**src/rtl/pakin_io.sv**
```systemverilog
// pakin_io -- receive end of the 4-phase req/ack packet channel.
//
// The packet source runs on an unrelated clock. Its req is brought into the
// i_clk domain through a two-flop synchroniser. The src/dst/dat/red buses are
// bundled with req and stay stable while req is high, so they are sampled
// directly. Each captured packet is checked for destination sequence, address
// range and redundancy value. It is then pushed, errors and all, into a small
// FIFO for local consumers.
//
// Ports:
//   i_clk, reset        sole clock; asynchronous active-high reset
//   i0_req              channel request (asynchronous to i_clk)
//   i0_src/dst/dat/red  packet fields, bundled with i0_req
//   i0_ack              channel acknowledge (registered)
//   o_rdy               FIFO not empty
//   o_src/dst/dat       FIFO head (zero while empty)
//   i_pop               consume FIFO head; ignored while o_rdy=0
//   o_pkt_cnt           accepted packets, wraps
//   o_err_cnt           packets with any error, saturates at 255
//   o_err_flags         sticky {seq, addr, red} error bits
//   o_leds              low nibble of the last accepted data word

`ifndef NS_ADDRESS_SIZE
`define NS_ADDRESS_SIZE 8
`endif
`ifndef NS_DATA_SIZE
`define NS_DATA_SIZE 8
`endif
`ifndef NS_REDUN_SIZE
`define NS_REDUN_SIZE 4
`endif

module pakin_io #(
    parameter int MIN_ADDR = 1,
    parameter int MAX_ADDR = 1,
    parameter int ASZ      = `NS_ADDRESS_SIZE,
    parameter int DSZ      = `NS_DATA_SIZE,
    parameter int RSZ      = `NS_REDUN_SIZE,
    parameter int EXP_RED  = 15,
    parameter int FLOG2    = 2
) (
    input  logic           i_clk,
    input  logic           reset,
    input  logic           i0_req,
    input  logic [ASZ-1:0] i0_src,
    input  logic [ASZ-1:0] i0_dst,
    input  logic [DSZ-1:0] i0_dat,
    input  logic [RSZ-1:0] i0_red,
    output logic           i0_ack,
    output logic           o_rdy,
    output logic [ASZ-1:0] o_src,
    output logic [ASZ-1:0] o_dst,
    output logic [DSZ-1:0] o_dat,
    input  logic           i_pop,
    output logic [15:0]    o_pkt_cnt,
    output logic [7:0]     o_err_cnt,
    output logic [2:0]     o_err_flags,
    output logic [3:0]     o_leds
);

    localparam int DEPTH = 1 << FLOG2;
    localparam int PW    = 2 * ASZ + DSZ;

    typedef enum logic [0:0] {S_IDLE = 1'b0, S_ACK = 1'b1} state_t;

    // Successor in the destination sequence, wrapping MAX_ADDR -> MIN_ADDR.
    function automatic logic [ASZ-1:0] nxt_addr(input logic [ASZ-1:0] a);
        if (a >= ASZ'(MAX_ADDR)) begin
            return ASZ'(MIN_ADDR);
        end else begin
            return a + ASZ'(1);
        end
    endfunction

    state_t         state_r, state_nxt_s;
    logic           req_meta_r, req_s;
    logic           ack_r, ack_nxt_s, capture_s;
    logic [PW-1:0]  mem_r [DEPTH];
    logic [FLOG2:0] wr_ptr_r, rd_ptr_r;
    logic           full_s, empty_s, pop_s;
    logic           seq_err_s, addr_err_s, red_err_s, any_err_s;
    logic           first_r;
    logic [ASZ-1:0] last_dst_r;
    logic [15:0]    pkt_cnt_r;
    logic [7:0]     err_cnt_r;
    logic [2:0]     flags_r;
    logic [3:0]     leds_r;

    // Two-flop synchroniser for the asynchronous request.
    always_ff @(posedge i_clk or posedge reset) begin
        if (reset) begin
            req_meta_r <= 1'b0;
            req_s      <= 1'b0;
        end else begin
            req_meta_r <= i0_req;
            req_s      <= req_meta_r;
        end
    end

    // Handshake state and acknowledge register.
    always_ff @(posedge i_clk or posedge reset) begin
        if (reset) begin
            state_r <= S_IDLE;
            ack_r   <= 1'b0;
        end else begin
            state_r <= state_nxt_s;
            ack_r   <= ack_nxt_s;
        end
    end

    // Next-state logic.
    always_comb begin
        state_nxt_s = state_r;
        case (state_r)
            S_IDLE: begin
                if (req_s && !full_s) begin
                    state_nxt_s = S_ACK;
                end else begin
                    state_nxt_s = S_IDLE;
                end
            end
            S_ACK: begin
                if (!req_s) begin
                    state_nxt_s = S_IDLE;
                end else begin
                    state_nxt_s = S_ACK;
                end
            end
            default: state_nxt_s = S_IDLE;
        endcase
    end

    // FSM outputs: capture strobe and next acknowledge value.
    always_comb begin
        capture_s = 1'b0;
        ack_nxt_s = 1'b0;
        case (state_r)
            S_IDLE: begin
                if (req_s && !full_s) begin
                    capture_s = 1'b1;
                    ack_nxt_s = 1'b1;
                end else begin
                    capture_s = 1'b0;
                    ack_nxt_s = 1'b0;
                end
            end
            S_ACK: begin
                capture_s = 1'b0;
                ack_nxt_s = req_s;
            end
            default: begin
                capture_s = 1'b0;
                ack_nxt_s = 1'b0;
            end
        endcase
    end

    // Full/empty come from registered pointers, so a pop in the same cycle
    // cannot unblock a capture until the next edge.
    assign full_s  = (wr_ptr_r[FLOG2] != rd_ptr_r[FLOG2]) &&
                     (wr_ptr_r[FLOG2-1:0] == rd_ptr_r[FLOG2-1:0]);
    assign empty_s = (wr_ptr_r == rd_ptr_r);
    assign pop_s   = i_pop && !empty_s;

    // FIFO pointers.
    always_ff @(posedge i_clk or posedge reset) begin
        if (reset) begin
            wr_ptr_r <= {(FLOG2+1){1'b0}};
            rd_ptr_r <= {(FLOG2+1){1'b0}};
        end else begin
            if (capture_s) begin
                wr_ptr_r <= wr_ptr_r + {{FLOG2{1'b0}}, 1'b1};
            end
            if (pop_s) begin
                rd_ptr_r <= rd_ptr_r + {{FLOG2{1'b0}}, 1'b1};
            end
        end
    end

    // FIFO storage; contents are masked at the outputs while empty.
    always_ff @(posedge i_clk) begin
        if (capture_s) begin
            mem_r[wr_ptr_r[FLOG2-1:0]] <= {i0_src, i0_dst, i0_dat};
        end
    end

    // Packet checks, evaluated against the bundled buses at capture.
    assign addr_err_s = (i0_dst < ASZ'(MIN_ADDR)) || (i0_dst > ASZ'(MAX_ADDR));
    assign red_err_s  = (i0_red != RSZ'(EXP_RED));
    assign seq_err_s  = !first_r && (i0_dst != nxt_addr(last_dst_r));
    assign any_err_s  = seq_err_s || addr_err_s || red_err_s;

    // Sequence tracking, counters, sticky flags and LEDs.
    always_ff @(posedge i_clk or posedge reset) begin
        if (reset) begin
            first_r    <= 1'b1;
            last_dst_r <= {ASZ{1'b0}};
            pkt_cnt_r  <= 16'd0;
            err_cnt_r  <= 8'd0;
            flags_r    <= 3'b000;
            leds_r     <= 4'h0;
        end else if (capture_s) begin
            first_r    <= 1'b0;
            last_dst_r <= i0_dst;
            pkt_cnt_r  <= pkt_cnt_r + 16'd1;
            if (any_err_s && (err_cnt_r != 8'hFF)) begin
                err_cnt_r <= err_cnt_r + 8'd1;
            end
            flags_r <= flags_r | {seq_err_s, addr_err_s, red_err_s};
            leds_r  <= i0_dat[3:0];
        end
    end

    assign i0_ack      = ack_r;
    assign o_rdy       = !empty_s;
    assign {o_src, o_dst, o_dat} = empty_s ? {PW{1'b0}} : mem_r[rd_ptr_r[FLOG2-1:0]];
    assign o_pkt_cnt   = pkt_cnt_r;
    assign o_err_cnt   = err_cnt_r;
    assign o_err_flags = flags_r;
    assign o_leds      = leds_r;

endmodule

```
**config.mk**
```make
export PLATFORM = sky130hd
export DESIGN_NAME = pakin_io
export DESIGN_NICKNAME = d
export VERILOG_FILES = /design/src/rtl/pakin_io.sv
export SDC_FILE = /design/constraint.sdc
export NUM_CORES = 1
export LEC_CHECK = 0
export BUFFER_PORTS_ARGS = -buffer_cell sky130_fd_sc_hd__buf_2
export CELL_PAD_IN_SITES_DETAIL_PLACEMENT = 1
export CELL_PAD_IN_SITES_GLOBAL_PLACEMENT = 2
export CORE_MARGIN = 10
export CORE_UTILIZATION = 41
export DETAILED_ROUTE_END_ITERATION = 16
export PLACE_DENSITY_LB_ADDON = 0.2
export RECOVER_POWER = 25
export SYNTH_ARGS = -nofsm -noshare
export SYNTH_HDL_FRONTEND = slang
export SYNTH_SLANG_ARGS = --single-unit
```
**constraint.sdc**
```tcl
create_clock -name i_clk -period 3.2 [get_ports i_clk]
set_input_delay 0.32 -clock i_clk [delete_from_list [all_inputs] [get_ports i_clk]]
set_output_delay 0.32 -clock i_clk [all_outputs]
set_load 0.1 [all_outputs]
```
* Word level (Yosys, flattened, before mapping)
Memories as Yosys holds them, arrays and structs flattened. Cells that the tools add are included.
Storage, ports and cells: register bits 50, memory bits (writable) 96, input bits 32, output and inout bits 57, word-level logic and storage cells 50, memories kept 1
Memories:
- mem_r | depth 4, width 24, rd ports 1, clocked after memory_dff 0, wr ports 1, line 78 | logic [PW-1:0] mem_r [DEPTH];
Operators by class: $add $sub $neg 5, order comparisons 3, equal/unequal tests 6, muxes and demuxes 9, bitwise gates (word level) 2, reductions and logical operators 12
Operator list (number):
- 2-to-1 mux 24 bit | 1
- adder 16 x 1 -> 16 bit, second input constant | 1
- adder 8 x 1 -> 8 bit, second input constant | 2
- greater-or-equal comparator 8 x 1 -> 1 bit, second input constant | 1
- greater-than comparator 8 x 1 -> 1 bit, second input constant | 1
- less-than comparator 8 x 1 -> 1 bit, second input constant | 1
- 2-to-1 mux 8 bit | 1
- inequality test 8 bit | 1
- inequality test 8 bit, second input constant | 1
- adder 3 x 1 -> 3 bit, second input constant | 2
- case mux 1 bit (2 select lines) | 3
- logical AND 1 bit | 5
- 2-to-1 mux 1 bit | 4
- inequality test 4 bit, second input constant | 1
- equality test 3 bit | 1
- logical NOT 1 bit | 3
- logical OR 1 bit | 3
- OR 3 bit | 1
- equality test 2 bit | 1
- AND reduction 2 bit | 1
- inequality test 1 bit | 1
- NOT 1 bit | 1

* Longest topological paths before layout
word-level depth 8, mapped depth 8, gate-level depth less buffers 8

* Least setup slack after synthesis
No wires, ideal clock.
kind register to output, start reg rd_ptr_r[0], end out o_dst[6], data arrival time 2.845 ns, required time 2.880 ns, setup slack 0.035 ns, cell stages (with the launch flop) 7, buffers on the path 2, cell sequence dfrtp_1 buf_6 xnor2_1 and2_1 nand2b_1 clkbuf_1 and2_1
On the way: longest elaborated chain between the ends 2, elaborated cells between the ends (all ways) 3, classes of those cells eq/ne: 1; mux: 1; memory: 1
Ends and longest elaborated chain:
- start: declaration | line 79 | logic [FLOG2:0] wr_ptr_r, rd_ptr_r;
- start signal: assignment | line 169 | rd_ptr_r <= {(FLOG2+1){1'b0}};
- start signal: assignment | line 175 | rd_ptr_r <= rd_ptr_r + {{FLOG2{1'b0}}, 1'b1};
- memory read (4 x 24 bit) or equality test 3 bit (tied branches)
- 2-to-1 mux 24 bit * | line 216 | assign {o_src, o_dst, o_dat} = empty_s ? {PW{1'b0}} : mem_r[rd_ptr_r[FLOG2-1:0]];
- end: declaration | line 52 | output logic [ASZ-1:0] o_dst,
Mark *: on every way between the ends. The rest lies on a longest branch, timed or not.

* Worst setup path after layout
start reg rd_ptr_r[0], end out o_dat[3]
On the way: longest elaborated chain between the ends 2, elaborated cells between the ends (all ways) 3, classes of those cells eq/ne: 1; mux: 1; memory: 1
Ends and longest elaborated chain:
- memory read (4 x 24 bit) or equality test 3 bit (tied branches)
- 2-to-1 mux 24 bit * | line 216
- end: declaration | line 53 | output logic [DSZ-1:0] o_dat,
Marks and branches as above.

==> results.yml <==
yosys:
  synth_area_leaders: "edfxtp_1 49%, dfrtp_1 20%, mux4_2 9.1%, and2_1 3.1%, xor2_1 2.5%"
  netlist_area_sq_mm: 0.005916
  yosysMostFrequentCell: "edfxtp_1"
  synth_common_cells: "96 x edfxtp_1, 48 x dfrtp_1, 29 x and2_1"
  syn_nets: 386
  syn_inst: 344
  syn_avg_cell_area_sq_um: 17.20
  yosysTopAreaCell: "edfxtp_1"
  yosys_warnings: 0
  synth-seq-cells: 145
  synthArstFlopShare_pct: 33.79
  ys.flop_type: "edfxtp_1"
  synth_cell_type_count: 41
  synth_edf_count: 96
  yosysTopAreaCellShare_pct: 48.73
  seq_area_frac_synth_pct: 69.48
place:
  dp_hpwl_microns: 8283
  gp_congestion: 0.7809
  port_buffers: 88
clocking:
  clk_pin_slew_worst_paths_ps: 60
  clk_path_buf_depth: 2
  cts_buffers: 17
  cts_setup_buffers: 0
  clkSinkCount: 145
  cts_root_buf: "clkbuf_16"
  ctsHoldBuffers: 1
  cts_resized: 0
  h-tree-depth: 4
  clkLatencyLatePin_ps: 420
  cts_tree: "done"
worst_setup_path:
  cp.required_ps: 2880
  r2r-end: "o_err_cnt[1]$_DFFE_PP0P_"
  slowest_stage: "mux4_2"
  r2r_slack_ps: 890
  rr_startpoint: "wr_ptr_r[0]$_DFFE_PP0P_"
  reg2reg_depth: 5
  critPathArrivalTime_ps: 2210
  worstSetupEndpointType: "primary output"
  crit_type: "flip-flop to primary output"
  startpoint_type: "flip-flop"
  setup.worst_path.end: "o_dat[3]"
  crit_chain: "buf_4, mux4_2, and2_1, buf_12"
  crit_path_max_incr_delay_ps: 600
  crit_start: "rd_ptr_r[0]$_DFFE_PP0P_"
  critPathMaxFanout: 26
worst_hold_path:
  hold_class: "primary input to flip-flop"
  hold_depth: 1
global_routing:
  grt_start_max_net_pins: 50
  grt_pass1_wl_microns: 20200
  gr-usage-all-layers_pct: 13.09
  grt_overflow_total: 0
  grt_antenna_before_repair: 0
  grt_pass1_vias: 3683
sta:
  fin_skew_ps: 8.251
  setup_violations: 0
  setup_tns_ps: 0
  worstMarginPinSlew_ps: 1053
  relSlewSlack_pct: 29.71
  fin_crit_sh_pct: 79.04
  fin_crit_ps: 2529
  rsz0062_at_grt: "no"
  max_freq_ghz: 0.3954
  finalHoldViolCount: 0
  slew_violations: 0
drt:
  wl_per_cell_microns: 19.29
  drtPass1Iterations: 4
  drc: 0
  drtAntennaViolNets: 0
  drt_iter0_drc: 216
  totalWireLength_microns: 12410
  vias: 3247
  via_per_inst: 5.050
status:
  status: "completed"
finish:
  area_delta_synth_final_pct: 26.25
  nets: 492
  nFillCells: 1349
  drive_gt1_share_pct: 31.53
  antenna_cells: 0
die:
  die_x_microns: 140.1
  ios: 89
  dieHeight_microns: 140.1
  die-area_sq_mm: 0.01963
  core_area_sq_mm: 0.01399
  initial_core_util_pct: 42.29
  num_rows: 43
flow_run:
  maxCapViolCount: 0
-- how the worst min path moves through the flow --
stage	slack, ps	endpoint	startpoint
final	160	mem_r[1][19]$_DFFE_PP_	i0_src[3]
after global routing	150	mem_r[2][19]$_DFFE_PP_	i0_src[3]
after CTS	100	mem_r[3][19]$_DFFE_PP_	i0_src[3]
after detailed placement	370	req_s$_DFF_PP0_	req_meta_r$_DFF_PP0_
after global placement	360	req_s$_DFF_PP0_	req_meta_r$_DFF_PP0_
after floorplan	330	req_s$_DFF_PP0_	req_meta_r$_DFF_PP0_
-- final cells by class --
class | instances | area [sq um] | area share (%)
inverters | 11 | 41.29 | 0.5529
repair buffers | 98 | 864.6 | 11.58
multi-input cells | 177 | 1722 | 23.05
flip-flops and latches | 145 | 4111 | 55.05
clock inverters | 14 | 75.07 | 1.005
clock buffers | 18 | 429.2 | 5.746
well taps | 180 | 225.2 | 3.016
-- metrics by stage --
stage	instances	instance area (sq um)	utilization [%]	worst slack (ps)	hold slack (ps)
2_1_floorplan	344	5916	-	34.51	331.2
3_3_place_gp	610	6983	49.92	927.1	356.5
3_5_place_dp	610	6983	49.92	899.2	372.9
4_1_cts	643	7497	53.60	590.9	102.0
5_1_grt	643	7468	53.39	528.4	154.9
6_report	643	7468	53.39	670.8	163.1
-- metal layers --
layer / wire length [microns] / share of wire [%] / global-route usage, % / up-vias
met1: 5534 / 45 / 16.16 / 1655
met2: 5970 / 48 / 20.51 / 79
met4: 130 / 1.0 / 4.728 / 0
met5: 0 / 0 / 0 / -
li1: - / - / - / 1502
met3: 770 / 6.2 / 4.970 / 11
-- sequential cells by signal, indices dropped and copies added, names as in the netlist --
name and cells:
rd_ptr_r 3, mem_r 96, o_leds 4, o_pkt_cnt 16
i0_ack 1, wr_ptr_r 3, req_meta_r 1, o_err_cnt 8
req_s 1, o_err_flags 3, first_r 1, last_dst_r 8
-- cells by family (layout without fill, tap and decap cells) --
logic type | after synthesis | in the layout | synth area share, %
adder cells (fa/ha/maj) | 10 | 10 | 2.115
multiplexers | 37 | 37 | 11.61
XOR/XNOR | 32 | 32 | 4.738
buffers and inverters | 22 | 141 | 1.607
AO/OA/AOI/OAI | 20 | 20 | 2.813
flip-flops | 145 | 145 | 69.48
AND/OR/NAND/NOR | 78 | 78 | 7.635
-- worst max-delay path, delay by kind of cell, from the launching register on --
family | cells | cell delay (ps)
multiplexers | 1 | 600
buffers and inverters | 2 | 620
AND/OR/NAND/NOR | 1 | 200
flip-flops | 1 | 360
-- cell usage in the layout, fill, tap and decap left out, types with 3 or more instances in the layout --
cell type,n
edfxtp_1,96
dfrtp_1,47
buf_2,40
and2_1,29
buf_12,25
mux4_2,24
clkbuf_1,24
xor2_1,17
nand2_1,17
clkbuf_16,17
xnor2_1,15
mux2_2,13
inv_1,10
ha_1,10
buf_4,9
nor2_1,7
nand3_1,7
clkinv_1,6
nand4_1,5
clkinv_2,4
o21ai_0,3
a211oi_1,3
and3_1,3
Power is left out: the tool's default activity adds up to more than one toggle a clock period on the data nets, which glitch-free logic cannot reach.
